`src/rtl/mem_port_arbiter.sv`:
```
// Memory port arbiter: shares one memory port between instruction fetch (IF)
// and load/store (LS). Holds the winning request on the bus until mem_ack,
// then returns completion and read data to the owner.
module mem_port_arbiter #(
    parameter int unsigned ADDR_W     = 32,
    parameter int unsigned DATA_W     = 32,
    parameter int unsigned STREAK_MAX = 4
) (
    input  logic              CLK,
    input  logic              RESET,
    input  logic              if_req,
    input  logic [ADDR_W-1:0] if_addr,
    output logic              if_gnt,
    output logic              if_rvalid,
    input  logic              ls_req,
    input  logic              ls_we,
    input  logic [ADDR_W-1:0] ls_addr,
    input  logic [DATA_W-1:0] ls_wdata,
    input  logic [3:0]        ls_be,
    output logic              ls_gnt,
    output logic              ls_rvalid,
    output logic [DATA_W-1:0] rdata,
    output logic              mem_req,
    output logic              mem_we,
    output logic [ADDR_W-1:0] mem_addr,
    output logic [DATA_W-1:0] mem_wdata,
    output logic [3:0]        mem_be,
    input  logic              mem_ack,
    input  logic [DATA_W-1:0] mem_rdata,
    output logic              sel
);

    localparam int unsigned StreakW = $clog2(STREAK_MAX + 1);
    localparam logic [StreakW-1:0] StreakMax = StreakW'(STREAK_MAX);

    typedef enum logic [0:0] {StIdle, StBusy} state_e;

    state_e              state_q, state_d;
    logic [StreakW-1:0]  streak_q, streak_d;
    logic                sel_q, sel_d;
    logic                mem_req_q, mem_req_d;
    logic                mem_we_q, mem_we_d;
    logic [ADDR_W-1:0]   mem_addr_q, mem_addr_d;
    logic [DATA_W-1:0]   mem_wdata_q, mem_wdata_d;
    logic [3:0]          mem_be_q, mem_be_d;
    logic [DATA_W-1:0]   rdata_q, rdata_d;
    logic                if_rvalid_q, if_rvalid_d;
    logic                ls_rvalid_q, ls_rvalid_d;
    logic                if_win, ls_win;

    // Arbitration: LS has priority unless IF has been starved for STREAK_MAX grants.
    always_comb begin
        if_win = if_req & (~ls_req | (streak_q == StreakMax));
        ls_win = ls_req & ~if_win;
        if_gnt = (state_q == StIdle) & if_win;
        ls_gnt = (state_q == StIdle) & ls_win;
    end

    // Next-state: capture the winner on grant, complete on mem_ack.
    always_comb begin
        state_d     = state_q;
        streak_d    = streak_q;
        sel_d       = sel_q;
        mem_req_d   = mem_req_q;
        mem_we_d    = mem_we_q;
        mem_addr_d  = mem_addr_q;
        mem_wdata_d = mem_wdata_q;
        mem_be_d    = mem_be_q;
        rdata_d     = rdata_q;
        if_rvalid_d = 1'b0;
        ls_rvalid_d = 1'b0;
        case (state_q)
            StIdle: begin
                if (if_gnt) begin
                    state_d     = StBusy;
                    mem_req_d   = 1'b1;
                    sel_d       = 1'b0;
                    mem_we_d    = 1'b0;
                    mem_addr_d  = if_addr;
                    mem_wdata_d = '0;
                    mem_be_d    = 4'hF;
                    streak_d    = '0;
                end else if (ls_gnt) begin
                    state_d     = StBusy;
                    mem_req_d   = 1'b1;
                    sel_d       = 1'b1;
                    mem_we_d    = ls_we;
                    mem_addr_d  = ls_addr;
                    mem_wdata_d = ls_wdata;
                    mem_be_d    = ls_be;
                    // Only grants that actually passed over a waiting IF count.
                    if (!if_req) begin
                        streak_d = '0;
                    end else if (streak_q != StreakMax) begin
                        streak_d = streak_q + 1'b1;
                    end
                end
            end
            StBusy: begin
                if (mem_ack) begin
                    state_d   = StIdle;
                    mem_req_d = 1'b0;
                    if (sel_q) begin
                        ls_rvalid_d = 1'b1;
                    end else begin
                        if_rvalid_d = 1'b1;
                    end
                    if (!mem_we_q) begin
                        rdata_d = mem_rdata;
                    end
                end
            end
            default: state_d = StIdle;
        endcase
    end

    // State register with synchronous reset clearing every registered output.
    always_ff @(posedge CLK) begin
        if (RESET) begin
            state_q     <= StIdle;
            streak_q    <= '0;
            sel_q       <= 1'b0;
            mem_req_q   <= 1'b0;
            mem_we_q    <= 1'b0;
            mem_addr_q  <= '0;
            mem_wdata_q <= '0;
            mem_be_q    <= 4'h0;
            rdata_q     <= '0;
            if_rvalid_q <= 1'b0;
            ls_rvalid_q <= 1'b0;
        end else begin
            state_q     <= state_d;
            streak_q    <= streak_d;
            sel_q       <= sel_d;
            mem_req_q   <= mem_req_d;
            mem_we_q    <= mem_we_d;
            mem_addr_q  <= mem_addr_d;
            mem_wdata_q <= mem_wdata_d;
            mem_be_q    <= mem_be_d;
            rdata_q     <= rdata_d;
            if_rvalid_q <= if_rvalid_d;
            ls_rvalid_q <= ls_rvalid_d;
        end
    end

    assign sel       = sel_q;
    assign mem_req   = mem_req_q;
    assign mem_we    = mem_we_q;
    assign mem_addr  = mem_addr_q;
    assign mem_wdata = mem_wdata_q;
    assign mem_be    = mem_be_q;
    assign rdata     = rdata_q;
    assign if_rvalid = if_rvalid_q;
    assign ls_rvalid = ls_rvalid_q;

endmodule
```
`config.mk`:
```
export PLATFORM = sky130hd
export DESIGN_NAME = mem_port_arbiter
export DESIGN_NICKNAME = d
export VERILOG_FILES = /design/src/rtl/mem_port_arbiter.sv
export SDC_FILE = /design/constraint.sdc
export NUM_CORES = 1
export LEC_CHECK = 0
export CAP_MARGIN = 20
export CORE_ASPECT_RATIO = 0.7
export CORE_MARGIN = 2
export CORE_UTILIZATION = 37
export DETAILED_ROUTE_END_ITERATION = 7
export PLACE_DENSITY = 0.8
export SKIP_LAST_GASP = 1
export SLEW_MARGIN = 20
export SYNTH_ARGS = -nofsm -noshare
export SYNTH_HDL_FRONTEND = slang
export SYNTH_SLANG_ARGS = --single-unit
export TNS_END_PERCENT = 100
```
`constraint.sdc`:
```
create_clock -name CLK -period 1.76 [get_ports CLK]
set_input_delay 0.352 -clock CLK [delete_from_list [all_inputs] [get_ports CLK]]
set_output_delay 0.352 -clock CLK [all_outputs]
set_load 0.02 [all_outputs]
```
### Yosys cells after proc, flatten, opt, wreduce, memory -nomap -nowiden

Index checks and enable logic that the tools add are counted.

| word-level totals | value |
|---|---|
| bits in registers | 109 |
| latch bits | 0 |
| memory bits (writable) | 0 |
| memory bits (read-only) | 0 |
| bits of input ports | 138 |
| output and inout port bits | 107 |
| word-level logic and storage cells | 56 |
| memories kept | 0 |

| operators by class | value |
|---|---|
| add/subtract/negate cells | 1 |
| multiply operators | 0 |
| div/mod/pow operators | 0 |
| order comparisons | 0 |
| eq/ne operators | 5 |
| shift operators | 0 |
| muxes and demuxes | 23 |
| bitwise gates (word level) | 10 |
| reduce and logical (&&, ||, !) cells | 6 |

Operator list:

| cell | count |
|---|---|
| $mux 32 | 4 |
| $mux 3 | 4 |
| $mux 1 | 11 |
| $mux 4 | 2 |
| $ne 3x3->1 const B | 2 |
| $reduce_and 3->1 | 2 |
| $not 1->1 | 5 |
| $and 1x1->1 | 4 |
| $pmux 1 s2 | 2 |
| $reduce_and 2->1 | 2 |
| $add 3x1->3 const B | 1 |
| $eq 3x3->1 const B | 1 |
| $ne 3x1->1 const B | 1 |
| $reduce_or 3->1 | 1 |
| $ne 2x2->1 const B | 1 |
| $reduce_bool 2->1 | 1 |
| $or 1x1->1 | 1 |

### Logic depth before layout (Yosys ltp)

| depth | value |
|---|---|
| depth after elaboration | 9 |
| depth in mapped cells | 7 |
| mapped depth without buffers | 5 |

### Worst setup path after synthesis

OpenSTA, ideal clock, no wires.

| path | value |
|---|---|
| path kind | register to output |
| start point | register streak_q[0] |
| end point | output port if_gnt |
| arrival time | 1275 ps |
| data required time | 1408 ps |
| setup slack | 133 ps |
| stages on the path, launching flop included | 7 |
| cells stage by stage | dfxtp_1 inv_1 ha_1 nand2_2 a211o_4 buf_6 inv_1 |

| on the way | value |
|---|---|
| word-level cells in the longest chain between the ends | 4 |

RTL lines:

| item | RTL line | text |
|---|---|---|
| from (decl) | 39 | `logic [StreakW-1:0] streak_q, streak_d;` |
| from (signal assigned) | 133 | `streak_q <= streak_d;` |
| $eq 3x3->1 | 53 | `if_win = if_req & (~ls_req \| (streak_q == StreakMax));` |
| $or 1x1->1 | 53 |  |
| $and 1x1->1 | 53 |  |
| $and 1x1->1 | 55 | `if_gnt = (state_q == StIdle) & if_win;` |
| to (decl) | 13 | `output logic if_gnt,` |

Every way passes these cells.

### Final worst setup path

| path | value |
|---|---|
| start point | register streak_q[1] |
| end point | output port if_gnt |

Same word-level chain as after synthesis.

==> impl_metrics.json <==
{
  "ys_warn_count": 0,
  "yosys-top-cells-count": "dfxtp_1, nand2_1, a21oi_1, o221a_1",
  "period_share_pct": 101,
  "n_antenna_cell": 0,
  "synth-async-reset-ratio_pct": 0,
  "p_sw_mw": 1.61,
  "outcome": "finished with violations",
  "synth_top_area_share_pct": 54.2,
  "worstPathCellList": "inv_2 -> ha_4 -> nand2_4 -> a211o_4 -> inv_2 -> buf_6",
  "yosysMostFrequentCell": "dfxtp_1",
  "failed_checks": "negative setup slack",
  "grt_start_max_net_pins": 38,
  "final_nets": 761,
  "relSlewSlack_pct": 73.0,
  "worst_hold_path_type": "reg2reg",
  "clock_latency_ns": 0.34,
  "hold_ws_ns": 0.455,
  "place_ws_ns": -0.468,
  "cts_tree": "built",
  "path_clk_slew_ns": 0.07,
  "fmax_mhz": 561,
  "path_buf_inv": 3,
  "rsz0062_at_grt": "yes",
  "power.leakage_nw": 2.57,
  "wl_mm": 12.4,
  "slowest_delay_ns": 0.34,
  "route.detailed.drc": 0,
  "via_count": 3895,
  "first_pass_iters": 6,
  "cts_made_buffers": 9,
  "io_buffer_count": 244,
  "antenna_found_initial": 1,
  "yosysSeqAreaShare_pct": 54.2,
  "path_common_cell": "inv_2",
  "ys_types": 30,
  "final_layout_size_suffix_gt1_share_pct": 8.79,
  "drt_iter0_drc": 123,
  "p_comb_share_pct": 22.1,
  "fin_area_sq_mm": 0.00692,
  "avgSynthCellArea_sq_um": 10.6,
  "cp-start-kind": "register",
  "gp_congestion": 0.793,
  "p_int_mw": 4.37,
  "viasPerCell": 5.14,
  "path_class": "reg2out",
  "antenna_left": 0,
  "synth_edf_count": 0,
  "arrival_ns": 1.43,
  "crit_slowest_cell": "dfxtp_2",
  "syn-num-nets": 519,
  "cp_top_family": "flip-flops",
  "dpl_cell_area_sq_mm": 0.00658,
  "die_h_microns": 91.3,
  "dieArea_sq_mm": 0.0117,
  "grt_pass1_wl_mm": 19.5,
  "worst_slack_ns": -0.0210,
  "syn_to_final_growth_pct": 71.8,
  "rows": 31,
  "ioPinCount": 245,
  "synth_area_leaders": "dfxtp_1, o221a_1, a22o_1",
  "min_period_ns": 1.78,
  "synthCells": 379,
  "htreeDepth": 3,
  "hpwl_mm": 9.31,
  "cp_max_fo": 2,
  "peakVddDrop_mv": 0.482,
  "hold_viol_final": 0,
  "worst_pin_slew_ns": 0.406,
  "initial_utilization_pct": 38.4,
  "finalSetupTns_ns": -0.0210,
  "numClockSinks": 109,
  "pwr-share-clk_pct": 32.4,
  "p_sw_share_pct": 26.9,
  "drv_slew": 0,
  "setup_viol": 1,
  "overflow": 0,
  "avgRoutedWirePerCell_microns": 16.3,
  "ys.flop_type": "dfxtp_1",
  "required_ns": 1.41,
  "max_cap_violations": 0,
  "fp.coreArea_sq_mm": 0.0105,
  "track_usage_pct": 20.8,
  "netlist_area_sq_mm": 0.00403,
  "root_buffer": "clkbuf_16",
  "synth-seq-cells": 109,
  "cts_buffer_depth": 2,
  "power-per-cell-area_mw_per_mm2": 865,
  "dieWidth_microns": 129,
  "grt_pass1_vias": 4004,
  "cp-end-kind": "primary output",
  "seqPwrFrac_pct": 45.4,
  "fin_worst_skew_ns": 0.00924,
  "synth_top_area_cell": "dfxtp_1"
}
## worst register-to-register path, stage by stage (launching register included)
cell and delay (ns):
dfxtp_2 0.34, inv_2 0.07, ha_4 0.15, nand2_4 0.05
a211o_4 0.32, buf_4 0.25, o221a_1 0.30
## final timing paths
check	start	end	slack, ns	cells past startpoint
max	streak_q[1]	if_gnt	-0.02	6
min	rdata[21]	rdata[21]	0.46	2
max reg2reg	streak_q[1]	mem_addr[3]	0.19	6
min reg2reg	rdata[21]	rdata[21]	0.46	2
## area by class of cell
type	count	area, sq um
Clock buffer	9	225
Multi-Input combinational cell	229	1590
Fill cell	809	3560
Tap cell	132	165
Inverter	6	22.5
Timing Repair Buffer	266	2660
Sequential cell	109	2180
Clock inverter	7	62.6
## kinds of logic after synthesis
kind of cell    after synthesis  share of synthesized area, %
compound gates              144                          29.6
fa+ha+maj                     2                         0.621
buf+inv                      41                          6.81
flops                       109                          54.2
simple gates                 83                          8.83
## registers in the layout, summed over array words and instances, names as in the netlist
register,count
mem_addr,32
mem_wdata,32
rdata,32
mem_be,4
streak_q,3
if_rvalid,1
ls_rvalid,1
mem_req,1
mem_we,1
sel,1
state_q,1
## what timing repair did
item	CTS	global route
pin swaps	3	0
setup endpoints to repair	2	3
buffers inserted	2	0
hold buffers	0	0
cloned	0	0
gates resized for setup	20	3
## power by group through the flow
stage	Clock (mW)	Combinational, mW	Sequential (mW)
after detailed placement	0	1.32	2.77
final	1.94	1.32	2.72
after global routing	2.11	1.41	2.74
after CTS	2.00	1.33	2.72
after floorplan	0	0.400	2.96
after global placement	0	1.30	2.77
## placed cells by master (no fill, tap or decap), types with 3 or more instances in the layout
| cell | Yosys | layout |
|---|---|---|
| dfxtp_1 | 109 | 107 |
| nand2_1 | 69 | 69 |
| buf_12 | 0 | 4 |
| buf_4 | 2 | 18 |
| o221a_1 | 36 | 36 |
| clkbuf_16 | 0 | 9 |
| a22o_1 | 33 | 33 |
| inv_2 | 1 | 5 |
| clkdlybuf4s50_1 | 0 | 241 |
| a21oi_1 | 36 | 36 |
| inv_6 | 0 | 3 |
| o21a_1 | 33 | 33 |
## stage by stage
stage          cells  total power [mW]  utilization, %
5_1_grt          758              6.26            66.0
6_report         758              5.98            66.0
3_3_place_gp     740              4.06            62.9
2_1_floorplan    379              3.36               -
3_5_place_dp     740              4.10            62.9
4_1_cts          758              6.05            66.0
## per-layer routing
metal / global-route usage [%] / vias up / wire (microns)
li1: - / 1869 / -
met1: 22.7 / 1825 / 4880
met2: 37.3 / 174 / 6140
met3: 8.31 / 25 / 1120
met4: 5.53 / 2 / 234
met5: 0 / - / 13
Note: power is estimated with default switching activity, not from simulation.
